--- config.mk ---
export PLATFORM = sky130hd
export DESIGN_NAME = seq_multiplier_param_flat
export DESIGN_NICKNAME = d
export VERILOG_FILES = /design/src/rtl/seq_multiplier_param_pkg.sv /design/src/rtl/seq_multiplier_param_if.sv /design/src/rtl/seq_multiplier_param_twos_abs.sv /design/src/rtl/seq_multiplier_param.sv /design/src/flat_wrapper.sv
export SDC_FILE = /design/constraint.sdc
export NUM_CORES = 1
export LEC_CHECK = 0
export ABC_AREA = 1
export BUFFER_PORTS_ARGS = -buffer_cell sky130_fd_sc_hd__buf_2
export CAP_MARGIN = 0
export CORE_UTILIZATION = 55
export CTS_BUF_LIST = sky130_fd_sc_hd__clkbuf_2
export DETAILED_ROUTE_END_ITERATION = 10
export PLACE_DENSITY = 0.75
export RECOVER_POWER = 100
export SLEW_MARGIN = 20
export SYNTH_ARGS = -nofsm -noshare
export SYNTH_HDL_FRONTEND = slang
export SYNTH_SLANG_ARGS = --single-unit
export TNS_END_PERCENT = 30
--- constraint.sdc ---
create_clock -name clk -period 3.9 [get_ports clk]
set_clock_uncertainty 0.15 [all_clocks]
set_input_delay 0.585 -clock clk [delete_from_list [all_inputs] [get_ports clk]]
set_output_delay 0.585 -clock clk [all_outputs]
set_load 0.03 [all_outputs]
--- src/rtl/seq_multiplier_param_pkg.sv ---
// Shared definitions for the parametrised sequential multiplier:
// FSM state encoding and a counter-width helper.
package seq_mult_pkg;

  typedef enum logic [2:0] {
    IDLE = 3'd0,
    CALC = 3'd1,
    FIX  = 3'd2,
    DONE = 3'd3,
    ACK  = 3'd4
  } state_t;

  function automatic int clog2(input int value);
    return $clog2(value);
  endfunction

endpackage

--- src/rtl/seq_multiplier_param_if.sv ---
// Request/result bundle of the sequential multiplier; the requester owns
// start, mode and operands, the multiplier owns status and product.
interface seq_multiplier_param_if #(
  parameter int WIDTH = 8
);
  logic                 start_sig;
  logic                 signed_sig;
  logic [WIDTH-1:0]     multiplicand;
  logic [WIDTH-1:0]     multiplier;
  logic                 busy_sig;
  logic                 done_sig;
  logic [2*WIDTH-1:0]   product;

  modport master (
    output start_sig, signed_sig, multiplicand, multiplier,
    input  busy_sig, done_sig, product
  );

  modport slave (
    input  start_sig, signed_sig, multiplicand, multiplier,
    output busy_sig, done_sig, product
  );
endinterface

--- src/rtl/seq_multiplier_param_twos_abs.sv ---
// Combinational two's-complement magnitude: the most negative input maps to
// 2^(WIDTH-1), which still fits as an unsigned WIDTH-bit value.
module twos_abs #(
  parameter int WIDTH = 8
) (
  input  logic [WIDTH-1:0] value,
  output logic [WIDTH-1:0] magnitude,
  output logic             sign
);

  assign sign      = value[WIDTH-1];
  assign magnitude = sign ? (~value + WIDTH'(1)) : value;

endmodule

--- src/rtl/seq_multiplier_param.sv ---
// Shift-add multiplier on sign-stripped magnitudes; the sign is reapplied in
// FIX and a held start_sig is absorbed in ACK so it cannot re-trigger.
module seq_multiplier_param
  import seq_mult_pkg::*;
#(
  parameter int WIDTH      = 8,
  parameter bit EARLY_EXIT = 1'b0
) (
  input logic                    clk,
  input logic                    rst,
  seq_multiplier_param_if.slave  bus
);

  localparam int PW    = 2 * WIDTH;
  localparam int CNT_W = clog2(WIDTH);
  localparam logic [CNT_W-1:0] LAST = CNT_W'(WIDTH - 1);

  state_t           state;
  logic [PW-1:0]    acc;
  logic [PW-1:0]    mcand;
  logic [WIDTH-1:0] mreg;
  logic [CNT_W-1:0] cnt;
  logic             neg;
  logic             busy_q;
  logic             done_q;
  logic [PW-1:0]    product_q;

  logic [WIDTH-1:0] mag_a;
  logic [WIDTH-1:0] mag_b;
  logic             sign_a;
  logic             sign_b;

  twos_abs #(.WIDTH(WIDTH)) abs_a (
    .value     (bus.multiplicand),
    .magnitude (mag_a),
    .sign      (sign_a)
  );

  twos_abs #(.WIDTH(WIDTH)) abs_b (
    .value     (bus.multiplier),
    .magnitude (mag_b),
    .sign      (sign_b)
  );

  always_ff @(posedge clk or posedge rst) begin
    if (rst) begin
      state     <= IDLE;
      acc       <= '0;
      mcand     <= '0;
      mreg      <= '0;
      cnt       <= '0;
      neg       <= 1'b0;
      busy_q    <= 1'b0;
      done_q    <= 1'b0;
      product_q <= '0;
    end else begin
      case (state)
        IDLE: begin
          if (bus.start_sig) begin
            if (bus.signed_sig) begin
              mcand <= {{WIDTH{1'b0}}, mag_a};
              mreg  <= mag_b;
              neg   <= sign_a ^ sign_b;
            end else begin
              mcand <= {{WIDTH{1'b0}}, bus.multiplicand};
              mreg  <= bus.multiplier;
              neg   <= 1'b0;
            end
            acc    <= '0;
            cnt    <= '0;
            busy_q <= 1'b1;
            state  <= CALC;
          end
        end
        CALC: begin
          if (mreg[0]) begin
            acc <= acc + mcand;
          end
          mcand <= mcand << 1;
          mreg  <= mreg >> 1;
          cnt   <= cnt + CNT_W'(1);
          // Exit decisions look at the current bits, so the last add is still taken this cycle.
          if ((cnt == LAST) || (EARLY_EXIT && ((mreg >> 1) == '0))) begin
            state <= FIX;
          end
        end
        FIX: begin
          product_q <= neg ? (~acc + PW'(1)) : acc;
          done_q    <= 1'b1;
          state     <= DONE;
        end
        DONE: begin
          done_q <= 1'b0;
          state  <= ACK;
        end
        ACK: begin
          if (!bus.start_sig) begin
            busy_q <= 1'b0;
            state  <= IDLE;
          end
        end
        default: begin
          busy_q <= 1'b0;
          done_q <= 1'b0;
          state  <= IDLE;
        end
      endcase
    end
  end

  assign bus.busy_sig = busy_q;
  assign bus.done_sig = done_q;
  assign bus.product  = product_q;

endmodule

--- src/flat_wrapper.sv ---
// flat-port wrapper written by rule: the top's interface ports become plain ports
module seq_multiplier_param_flat import seq_mult_pkg::*;
#(
  parameter int WIDTH      = 8,
  parameter bit EARLY_EXIT = 1'b0
)
  (clk, rst, bus_start_sig, bus_signed_sig, bus_multiplicand, bus_multiplier, bus_busy_sig, bus_done_sig, bus_product);
  seq_multiplier_param_if #(.WIDTH(WIDTH)) bus_i ();
  input logic clk;
  input logic rst;
  input wire logic [$bits(bus_i.start_sig)-1:0] bus_start_sig;
  input wire logic [$bits(bus_i.signed_sig)-1:0] bus_signed_sig;
  input wire logic [$bits(bus_i.multiplicand)-1:0] bus_multiplicand;
  input wire logic [$bits(bus_i.multiplier)-1:0] bus_multiplier;
  output wire logic [$bits(bus_i.busy_sig)-1:0] bus_busy_sig;
  output wire logic [$bits(bus_i.done_sig)-1:0] bus_done_sig;
  output wire logic [$bits(bus_i.product)-1:0] bus_product;
  assign bus_i.start_sig = bus_start_sig;
  assign bus_i.signed_sig = bus_signed_sig;
  assign bus_i.multiplicand = bus_multiplicand;
  assign bus_i.multiplier = bus_multiplier;
  assign bus_busy_sig = bus_i.busy_sig;
  assign bus_done_sig = bus_i.done_sig;
  assign bus_product = bus_i.product;
  seq_multiplier_param #(.WIDTH(WIDTH), .EARLY_EXIT(EARLY_EXIT)) u_core (.clk(clk), .rst(rst), .bus(bus_i));
endmodule
==> impl_metrics.toml <==
[critical_path]
crit_type = "reg -> reg"
endpoint_kind = "flip-flop"
path_cells = "inv_1, nand3_1, nand2_1, inv_1, nand2_1, o221ai_1"
crit_arrival_ps = 3050
rr_endpoint = "u_core.mcand[2]"
r2r_start = "u_core.state[2]"
cp_slowest_cell = "nand2_1"
start_kind = "flip-flop"
rrSetupSlack_ps = 1060
cp.required_ps = 4110
cp_max_fo = 22
r2r_cells = 6
crit_family = "simple AND/OR/NAND/NOR gates"
max_stage_delay_ps = 760
critPathBufInv = 2

[detailed_routing]
dr_total_vias = 3761
wl_per_cell_um = 12.8
vias_per_cell = 5.18
drtIter0Drc = 177
ant_nets = 0
drt-total-wl_um = 9300
post-route-drc-count = 0
first_pass_iters = 4

[sta]
rsz0062_at_grt = "no"
min_period_ps = 2840
fmaxAchievable_mhz = 352
final-setup-viol-count = 0
worstMarginPinSlew_ps = 2190
slew_headroom_pct = -47.0
hold_violations = 0
slew_violations = 52
fin_crit_sh_pct = 72.8
setup_tns_ps = 0

[min_path]
min_to = "u_core.mcand[0]"
hold_path.class = "in -> reg"
hold_depth = 3
worstHoldStart = "bus_multiplicand[0]"

[synth]
netlist_area_um2 = 4200
synth_warnings = 0
syn_nets = 628
synthCells = 587
synth-seq-cells = 65
avgSynthCellArea_um2 = 7.15
seq_area_frac_synth_pct = 38.8
ys_types = 34

[run]
cap_violations = 1

[cts]
clock_path_buffers = 2
cts_tree = "done"
post_cts_buffers = 0
cts_root_buf = "clkbuf_2"
cts_resized = 0
postCtsHoldBufs = 0
clock-sinks = 65
clk_pin_slew_ps = 160
cts_made_buffers = 9
h-tree-depth = 3
clkLatencyLatePin_ps = 490

[global_route]
grt_use_met1_pct = 32.0
grt_use_total_pct = 26.3
grtUsageMet3_pct = 4.34
overflow = 0
grt_busiest_layer = "met2"
grt_max_degree = 52
met2_usage_pct = 46.4
grt_pass1_vias = 3582
antenna_found_initial = 0
grt_pass1_wl_um = 15800

[placement]
port_buffers = 37
gp_congestion = 0.870
dp_cells = 713
post-dp-hpwl_um = 7150

[outcome]
violations = "max-capacitance violations, max-slew violations"
status = "finished with violations"

[floorplanning]
die_area_um2 = 7980
die_h_um = 89.3
ios = 38
die-width_um = 89.3
num_rows = 31
core_um2 = 7330
floorplan.initialDensity_pct = 57.2

[cells_and_area]
syn_to_final_growth_pct = 5.76
layout.nets = 666
multi_input_comb_area_um2 = 2100
final_cell_mix = "nand2_1 (198), inv_1 (88), dfrtp_1 (65)"
post-route-util_pct = 60.5
fillCellCount = 705
final_common_cell = "nand2_1"
drive_gt1_share_pct = 6.70
fin_cells = 726
diodes = 0
ff_latch_area_um2 = 1630

[power_and_ir_drop]
p_per_area_nw_per_um2 = 766
power.leakage_nw = 2.42
peakVddDrop_uv = 379
==> kinds of logic (layout without fill, tap and decap cells) <==
kind of cell / count (synthesis) / in the layout / synth area share, %
AOI/OAI and AO/OA: 79 / 79 / 11.3
adders and majority gates: 21 / 21 / 6.44
xor gates and xnor gates: 15 / 15 / 3.13
buffers and inverters: 106 / 146 / 10.5
DFF: 65 / 65 / 38.8
and+or+nand+nor: 301 / 301 / 29.9
==> worst register-to-register path: stages, from the launching register on <==
cell and delay [ps]:
dfrtp_1 460, inv_1 120, nand3_1 580, nand2_1 770
inv_1 390, nand2_1 150, o221ai_1 110
==> metal layers <==
layer  share of wire (%)  up-vias
met1                  47     1721
met2                  47       80
met5                   0        -
li1                    -     1945
met3                 3.7       15
met4                 2.1        0
==> per-stage QoR <==
step / power (mW) / hold slack [ps] / area, µm² / worst slack (ps)
6_report: 3.40 / 229 / 4440 / 1060
5_1_grt: 3.75 / 210 / 4440 / 790
4_1_cts: 3.47 / 190 / 4500 / 1500
3_5_place_dp: 3.17 / 311 / 4430 / 1530
3_3_place_gp: 3.11 / 308 / 4430 / 1660
2_1_floorplan: 2.75 / 300 / 4200 / 1540
==> how the worst max path moves through the flow <==
stage,from,endpoint,cells after the start
floorplan,rst,u_core.acc[0],1
global placement,u_core.state[2],u_core.bus.product[4],6
detailed placement,u_core.state[2],u_core.bus.product[6],6
CTS,u_core.state[2],u_core.bus.product[6],6
global route,u_core.state[2],u_core.acc[6],7
finish,u_core.state[2],u_core.mcand[2],6
==> final cells by class <==
type | count | share of cell area, %
well taps | 99 | 2.79
clock buffers | 11 | 1.24
inverters | 95 | 8.09
flip-flops and latches | 65 | 36.7
clock inverters | 2 | 0.197
multi-input cells | 416 | 47.3
repair buffers | 38 | 3.75
==> Yosys cell counts, drive strengths merged <==
master | n | area (µm²)
ha | 20 | 250
buf | 11 | 80.1
inv | 94 | 358
o22ai | 14 | 87.6
xnor2 | 3 | 26.3
o211ai | 5 | 42.5
o221ai | 6 | 52.6
o21bai | 3 | 22.5
dfrtp | 65 | 1630
nor2 | 42 | 163
or2 | 3 | 18.8
a31oi | 1 | 6.26
nor3 | 5 | 25.0
a22o | 2 | 17.5
nand3b | 3 | 22.5
a21oi | 14 | 70.1
nand2 | 198 | 751
xor2 | 12 | 105
o21ai | 34 | 174
clkinv | 1 | 3.75
fa | 1 | 20.0
nand3 | 46 | 248
nand4 | 4 | 25.0
==> report_power, final <==
part	total, mW	internal [mW]	switching, mW
logic	1.90	0.623	1.28
registers	1.20	0.956	0.244
clock network	0.296	0.0764	0.220
==> flip-flops by register name, indices dropped and copies added, names as in the netlist <==
| name | count |
|---|---|
| u_core.state | 3 |
| u_core.mreg | 8 |
| u_core.cnt | 3 |
| u_core.bus.done_sig | 1 |
| u_core.acc | 16 |
| u_core.mcand | 16 |
| u_core.bus.busy_sig | 1 |
| u_core.bus.product | 16 |
| u_core.neg | 1 |
Power figures use the tool's default switching activity.
